<file path="src/rtl/sram_mem_controller.sv">
// Splits one 32-bit MEM-stage load/store into two 16-bit SRAM transfers with programmable wait states.
// Latency: 2*WAIT_CYCLES+1 cycles with ready low, then one DONE cycle with ready high.
// Backpressure: ready drops while a request is present or an access is in flight, which freezes the pipeline.
module sram_mem_controller #(
    parameter int WAIT_CYCLES = 3,
    parameter int BASE_ADDR   = 1024,
    parameter int SRAM_AW     = 18
) (
    input  logic               clk,
    input  logic               rst_n,
    input  logic               rd_en,
    input  logic               wr_en,
    input  logic [31:0]        address,
    input  logic [31:0]        write_data,
    output logic [31:0]        read_data,
    output logic               ready,
    output logic [SRAM_AW-1:0] sram_addr,
    output logic               sram_we_n,
    output logic [15:0]        sram_dq_out,
    output logic               sram_dq_oe,
    input  logic [15:0]        sram_dq_in
);

    typedef enum logic [1:0] {IDLE, LO, HI, DONE} state_t;

    state_t             state_q, state_d;
    logic [3:0]         cnt_q, cnt_d;
    logic               is_wr_q, is_wr_d;
    logic [31:0]        wdata_q, wdata_d;
    logic [31:0]        rdata_q, rdata_d;
    logic [SRAM_AW-1:0] addr_q, addr_d;

    logic [31:0] offset;
    logic        last_cnt;
    logic        busy;
    logic        unused_offset_bits;

    // Byte offset from the SRAM window; bits [1:0] select a byte and are dropped.
    assign offset             = address - 32'(BASE_ADDR);
    assign unused_offset_bits = ^{offset[31:SRAM_AW+1], offset[1:0]};
    assign last_cnt           = (cnt_q == 4'(WAIT_CYCLES - 1));
    assign busy               = (state_q == LO) || (state_q == HI);

    always_ff @(posedge clk or negedge rst_n) begin
        if (!rst_n) begin
            state_q <= IDLE;
            cnt_q   <= '0;
            is_wr_q <= 1'b0;
            wdata_q <= '0;
            rdata_q <= '0;
            addr_q  <= '0;
        end else begin
            state_q <= state_d;
            cnt_q   <= cnt_d;
            is_wr_q <= is_wr_d;
            wdata_q <= wdata_d;
            rdata_q <= rdata_d;
            addr_q  <= addr_d;
        end
    end

    always_comb begin
        state_d = state_q;
        cnt_d   = cnt_q;
        is_wr_d = is_wr_q;
        wdata_d = wdata_q;
        rdata_d = rdata_q;
        addr_d  = addr_q;
        case (state_q)
            IDLE: begin
                if (wr_en || rd_en) begin
                    is_wr_d = wr_en;
                    wdata_d = write_data;
                    addr_d  = {offset[SRAM_AW:2], 1'b0};
                    cnt_d   = '0;
                    state_d = LO;
                end
            end
            LO: begin
                if (last_cnt) begin
                    cnt_d   = '0;
                    addr_d  = {addr_q[SRAM_AW-1:1], 1'b1};
                    state_d = HI;
                    if (!is_wr_q) rdata_d[15:0] = sram_dq_in;
                end else begin
                    cnt_d = cnt_q + 4'd1;
                end
            end
            HI: begin
                if (last_cnt) begin
                    cnt_d   = '0;
                    state_d = DONE;
                    if (!is_wr_q) rdata_d[31:16] = sram_dq_in;
                end else begin
                    cnt_d = cnt_q + 4'd1;
                end
            end
            default: state_d = IDLE;
        endcase
    end

    // we_n rises on the last count of each phase so data and address are stable at the SRAM's write edge.
    assign sram_dq_oe  = busy && is_wr_q;
    assign sram_we_n   = !(sram_dq_oe && !last_cnt);
    assign sram_dq_out = !sram_dq_oe ? 16'h0000 :
                         (state_q == LO) ? wdata_q[15:0] : wdata_q[31:16];
    assign sram_addr   = addr_q;
    assign read_data   = rdata_q;
    assign ready       = (state_q == DONE) || ((state_q == IDLE) && !rd_en && !wr_en);

endmodule

</file>
<file path="config.mk">
export PLATFORM = sky130hd
export DESIGN_NAME = sram_mem_controller
export DESIGN_NICKNAME = d
export VERILOG_FILES = /design/src/rtl/sram_mem_controller.sv
export SDC_FILE = /design/constraint.sdc
export NUM_CORES = 1
export LEC_CHECK = 0
export CORE_ASPECT_RATIO = 1.75
export CORE_MARGIN = 1.5
export CORE_UTILIZATION = 44
export DETAILED_ROUTE_END_ITERATION = 8
export GPL_TIMING_DRIVEN = 0
export PLACE_DENSITY = 0.81
export SYNTH_ARGS = -nofsm -noshare
export SYNTH_HDL_FRONTEND = slang
export SYNTH_SLANG_ARGS = --single-unit
</file>
<file path="constraint.sdc">
create_clock -name clk -period 2.3 [get_ports clk]
set_input_delay 0.46 -clock clk [delete_from_list [all_inputs] [get_ports clk]]
set_output_delay 0.46 -clock clk [all_outputs]
set_load 0.05 [all_outputs]
</file>
; Yosys cells after proc, flatten, opt, wreduce, memory -nomap -nowiden
; Index checks and enable logic that the tools add are counted.
[classes]
bitwise = 2
muxes = 12
n_eq_ne = 7
reduce_logical = 22
n_addsub = 2
[op_table]
columns = op, count
row1 = case mux 18 bit (2 select lines), 1
row2 = two-way mux 16 bit, 2
row3 = "subtractor 19 x 11 -> 19 bit, second input constant", 1
row4 = two-way mux 18 bit, 1
row5 = AND reduction 3 bit, 5
row6 = two-way mux 4 bit, 2
row7 = case mux 4 bit (2 select lines), 1
row8 = two-way mux 2 bit, 3
row9 = "inequality test 2 bit, second input constant", 3
row10 = case mux 2 bit (3 select lines), 1
row11 = "adder 4 x 1 -> 4 bit, second input constant", 1
row12 = "equality test 2 bit, second input constant", 2
row13 = "equality test 4 x 2 -> 1 bit, second input constant", 1
row14 = logical AND 1 bit, 4
row15 = logical NOT 1 bit, 4
row16 = AND reduction 2 bit, 2
row17 = nonzero test 2 bit, 2
row18 = logical OR 1 bit, 3
row19 = "equality test 2 x 1 -> 1 bit, second input constant", 1
row20 = logical NOT 2 bit, 1
row21 = NOT 1 bit, 2
row22 = OR reduction 2 bit, 1
row23 = two-way mux 1 bit, 1
[word_totals]
regBits = 89
out_inout_bits = 69
word_cells = 53
inputBits = 84

; Longest topological paths before layout
[depth]
word_depth = 5
depth_mapped = 8
mapped_depth_nobuf = 6

; Worst setup path before layout
; No wires, ideal clock.
[synth_timing]
path_kind = flip-flop to output port
start = reg state_q[0]
end = out sram_dq_out[10]
path_slack_ns = -0.013
stages_incl_launch_ff = 6
arrival_time_ns = 1.853
required_time_ns = 1.840
path_buffers = 1
cell_sequence = dfrtp_1 > inv_1 > ha_1 > nand2_1 > clkbuf_1 > nor2_1
[synth_between]
elab_chain_len = 4
elab_cells_between_ends = 6
classes_between = eq/ne (2) / mux (2) / reduce/logical (2)
[synth_rtl]
columns = item, line
row1 = from (decl), 26  ; state_t state_q, state_d;
row2 = from (signal assigned), 53  ; state_q <= state_d;
row3 = equality test 2 x 1 -> 1 bit / equality test 2 bit (equally long branches), "42, 106"
row4 = logical OR 1 bit, 42  ; assign busy = (state_q == LO) || (state_q == HI);
row5 = logical AND 1 bit, 103  ; assign sram_dq_oe = busy && is_wr_q;
row6 = two-way mux 16 bit *, 105  ; assign sram_dq_out = !sram_dq_oe ? 16'h0000 :
row7 = to (decl), 19  ; output logic [15:0] sram_dq_out,
; Every way passes the cells marked *; elsewhere a longest branch is shown, timed or not.

; Worst setup path in the final report
[layout_timing]
start = reg state_q[0]
end = out sram_dq_out[11]
; The elaborated chain is that of the path after synthesis.

==> run metrics <==
vias in the first global route=roughly 3,000; Clk pwr share=between 10% and 20%; slowest stage delay, CP=420 ps; Antenna diodes=0; hold violation count in the final report=0; initial core utilization=a little under half; Worst Tran Pin Value=~550 ps; Seq/Total Area, Yosys=56.1%; Reg area=2230 sq um; Power, Total=about 10 mW; Yosys cell types=33; Routed Antenna Nets=0; # IOs=between 150 and 200; Worst Path Max Fanout=10; Main synth FF type=dfrtp_1; fin crit share=a little under 100%; Post-synth ARST share=100%; Final Net Count=about 540; DR iter-0 viols=75; Net Sw Frac=around 45%; # setup viols final=0; drc violations=0; Clock Tree Buf Depth=2; via count=approximately 2,800; mapped cell area=3970 sq um; area grow syn2layout=49.0%; Worst Skew=~3.2 ps; CP startpoint kind=flop; Reg power frac=27.6%; LEAKAGE=2.63 nW; Slew Viols, Final=0; share of layout cells above drive strength 1=between 30% and 40%; Synth area leader=dfrtp_1; global-route usage over all layers=between 15 and 20%; Data arrival, critical path=between 1500 and 2000 ps; RSZ-0062 raised after global routing=yes; cts hold-fix bufs=0; CTS Sinks=roughly 90; WL/cell=15.7 um; Peak VDD IR=960 uV; crit-path cells=buf_6 > ha_4 > buf_8 > buf_12 > mux2i_2 > nor2_2 > buf_6; antenna violations before repair=0; power per cell area=between 1500 and 2000 nW/um^2; status=completed; Internal=~5.7 mW; H-tree levels=3; count leader, synth=dfrtp_1; max cap viols=0; Root Driver=clkbuf_16; Syn Area/Cell=about 14 sq um; global-route wire length before repair=approximately 14,000 um; kind of cell adding the most delay to the critical path=buffers and inverters; Vias/cell=4.89; GP Congestion=~0.8; area of the multi-input gates=1690 sq um; commonest cells in the netlist=89 x dfrtp_1, 53 x mux2_2, 29 x nor2_1, 20 x mux2_4, 16 x mux2i_1; number of flops mapped to enable cells by yosys=0; die area=9620 sq um; I/O Buffers=137; CTS buffer count=9; switching power=4.56 mW; Rel. slew slack=between 60% and 70%; crit end category=output port; Site Rows=45; Logic pwr share=58.2%; Die Width=around 75 um; Total Wirelength=approximately 8900 um; Crit path required time=approximately 1800 ps; Synth top area share=between 50 and 60%; chip height=between 100 and 150 um; syn nets=about 380; Top cell by count, worst path=buf_6; Fillers=roughly 670; CTS tree=done; total grt overflow=0; synthesized flop and latch total=89; largest net degree at the start of global routing=70; HP Class=primary input to async pin; final worst path period need=2260 ps; highest clock rate=approximately 440 MHz; kind of critical path=flop to output port; Synth Warn #=0; detailed placement HPWL=around 6500 um; setup total negative slack=0 ps; core area=8730 sq um; slowest CP cell=dfrtp_1; top cells by area, synth=dfrtp_1 56%, mux2_2 15%, mux2_4 7.6%; Gate Count Post-Synth=between 200 and 300; clk_lat worst skew=330 ps; buffers plus inverters on the worst setup path=4; drt pass-1 iters=5; clock-pin slew on the worst setup and hold paths=approximately 60 ps
-- what timing repair did --
item	in CTS	in global routing
endpoints found under the setup margin	19	16
pin swaps	0	3
gates cloned	1	0
resized for setup	109	30
buffers inserted	4	1
-- logic make-up after synthesis --
logic type,share of synthesized area [%]
fa+ha+maj,2.52
simple gates,7.72
flops,56.1
compound gates,2.81
buf+inv,2.90
xor+xnor,1.32
mux,26.6
-- registers in the layout, indices dropped and copies added (netlist names) --
register / flops
state_q: 2
sram_addr: 18
wdata_q: 32
read_data: 32
is_wr_q: 1
cnt_q: 4
-- power by group through the flow --
stage | Combinational (mW) | Sequential (mW) | Clock [mW]
3_5_place_dp | 5.72 | 2.84 | 0
4_1_cts | 5.86 | 2.81 | 1.48
5_1_grt | 6.26 | 2.91 | 1.53
3_3_place_gp | 5.64 | 2.79 | 0
2_1_floorplan | 2.40 | 4.31 | 0
6_report | 5.95 | 2.82 | 1.45
-- worst paths after layout --
kind                                            from                        end  slack (ps)  cells past startpoint
max                           state_q[0]$_DFFE_PN0P_            sram_dq_out[11]          40                      7
min                                            rst_n     wdata_q[4]$_DFFE_PN0P_          20                      1
max reg2reg                     cnt_q[0]$_DFFE_PN0P_  read_data[26]$_DFFE_PN0P_         340                      8
min reg2reg                sram_addr[10]$_DFFE_PN0P_  sram_addr[10]$_DFFE_PN0P_         500                      2
max in group asynchronous                      rst_n  read_data[29]$_DFFE_PN0P_        1640                      2
min in group clk           sram_addr[10]$_DFFE_PN0P_  sram_addr[10]$_DFFE_PN0P_         500                      2
-- layout by cell type (no fill, tap or decap), types with 8 or more instances in the layout --
cell and count:
mux2_2 53, nand2_1 12, clkbuf_16 9, dfrtp_1 89
buf_4 8, nor2_1 23, mux2i_1 15, mux2_4 20
buf_6 11, clkdlybuf4s50_1 117, buf_2 11
-- layer usage --
layer	share of wire, %	GRT usage (%)	vias up
met3	6.2	5.17	16
met2	55	35.0	98
met4	2.5	8.34	0
met1	37	20.7	1346
met5	0	0	-
li1	-	-	1315
-- through the flow --
stage	cells	hold WS [ps]	util (%)	worst slack [ps]	area, sq um
after CTS	566	9.88	67.2	3.04	5860
after global routing	567	26.3	67.8	-16.9	5920
final	567	17.2	67.8	37.8	5920
after global placement	545	468	62.9	-2380	5490
after floorplan	291	164	-	-13.2	3970
after detailed placement	546	370	63.2	-603	5510
-- final cells by class --
class / count / share of cell area [%]
Sequential cell: 89 / 37.6
Multi-Input combinational cell: 183 / 28.6
Timing Repair Buffer: 144 / 23.9
Clock buffer: 12 / 4.33
Tap cell: 117 / 2.47
Buffer: 12 / 2.01
Clock inverter: 3 / 0.677
Inverter: 7 / 0.444
Power figures use the tool's default switching activity.
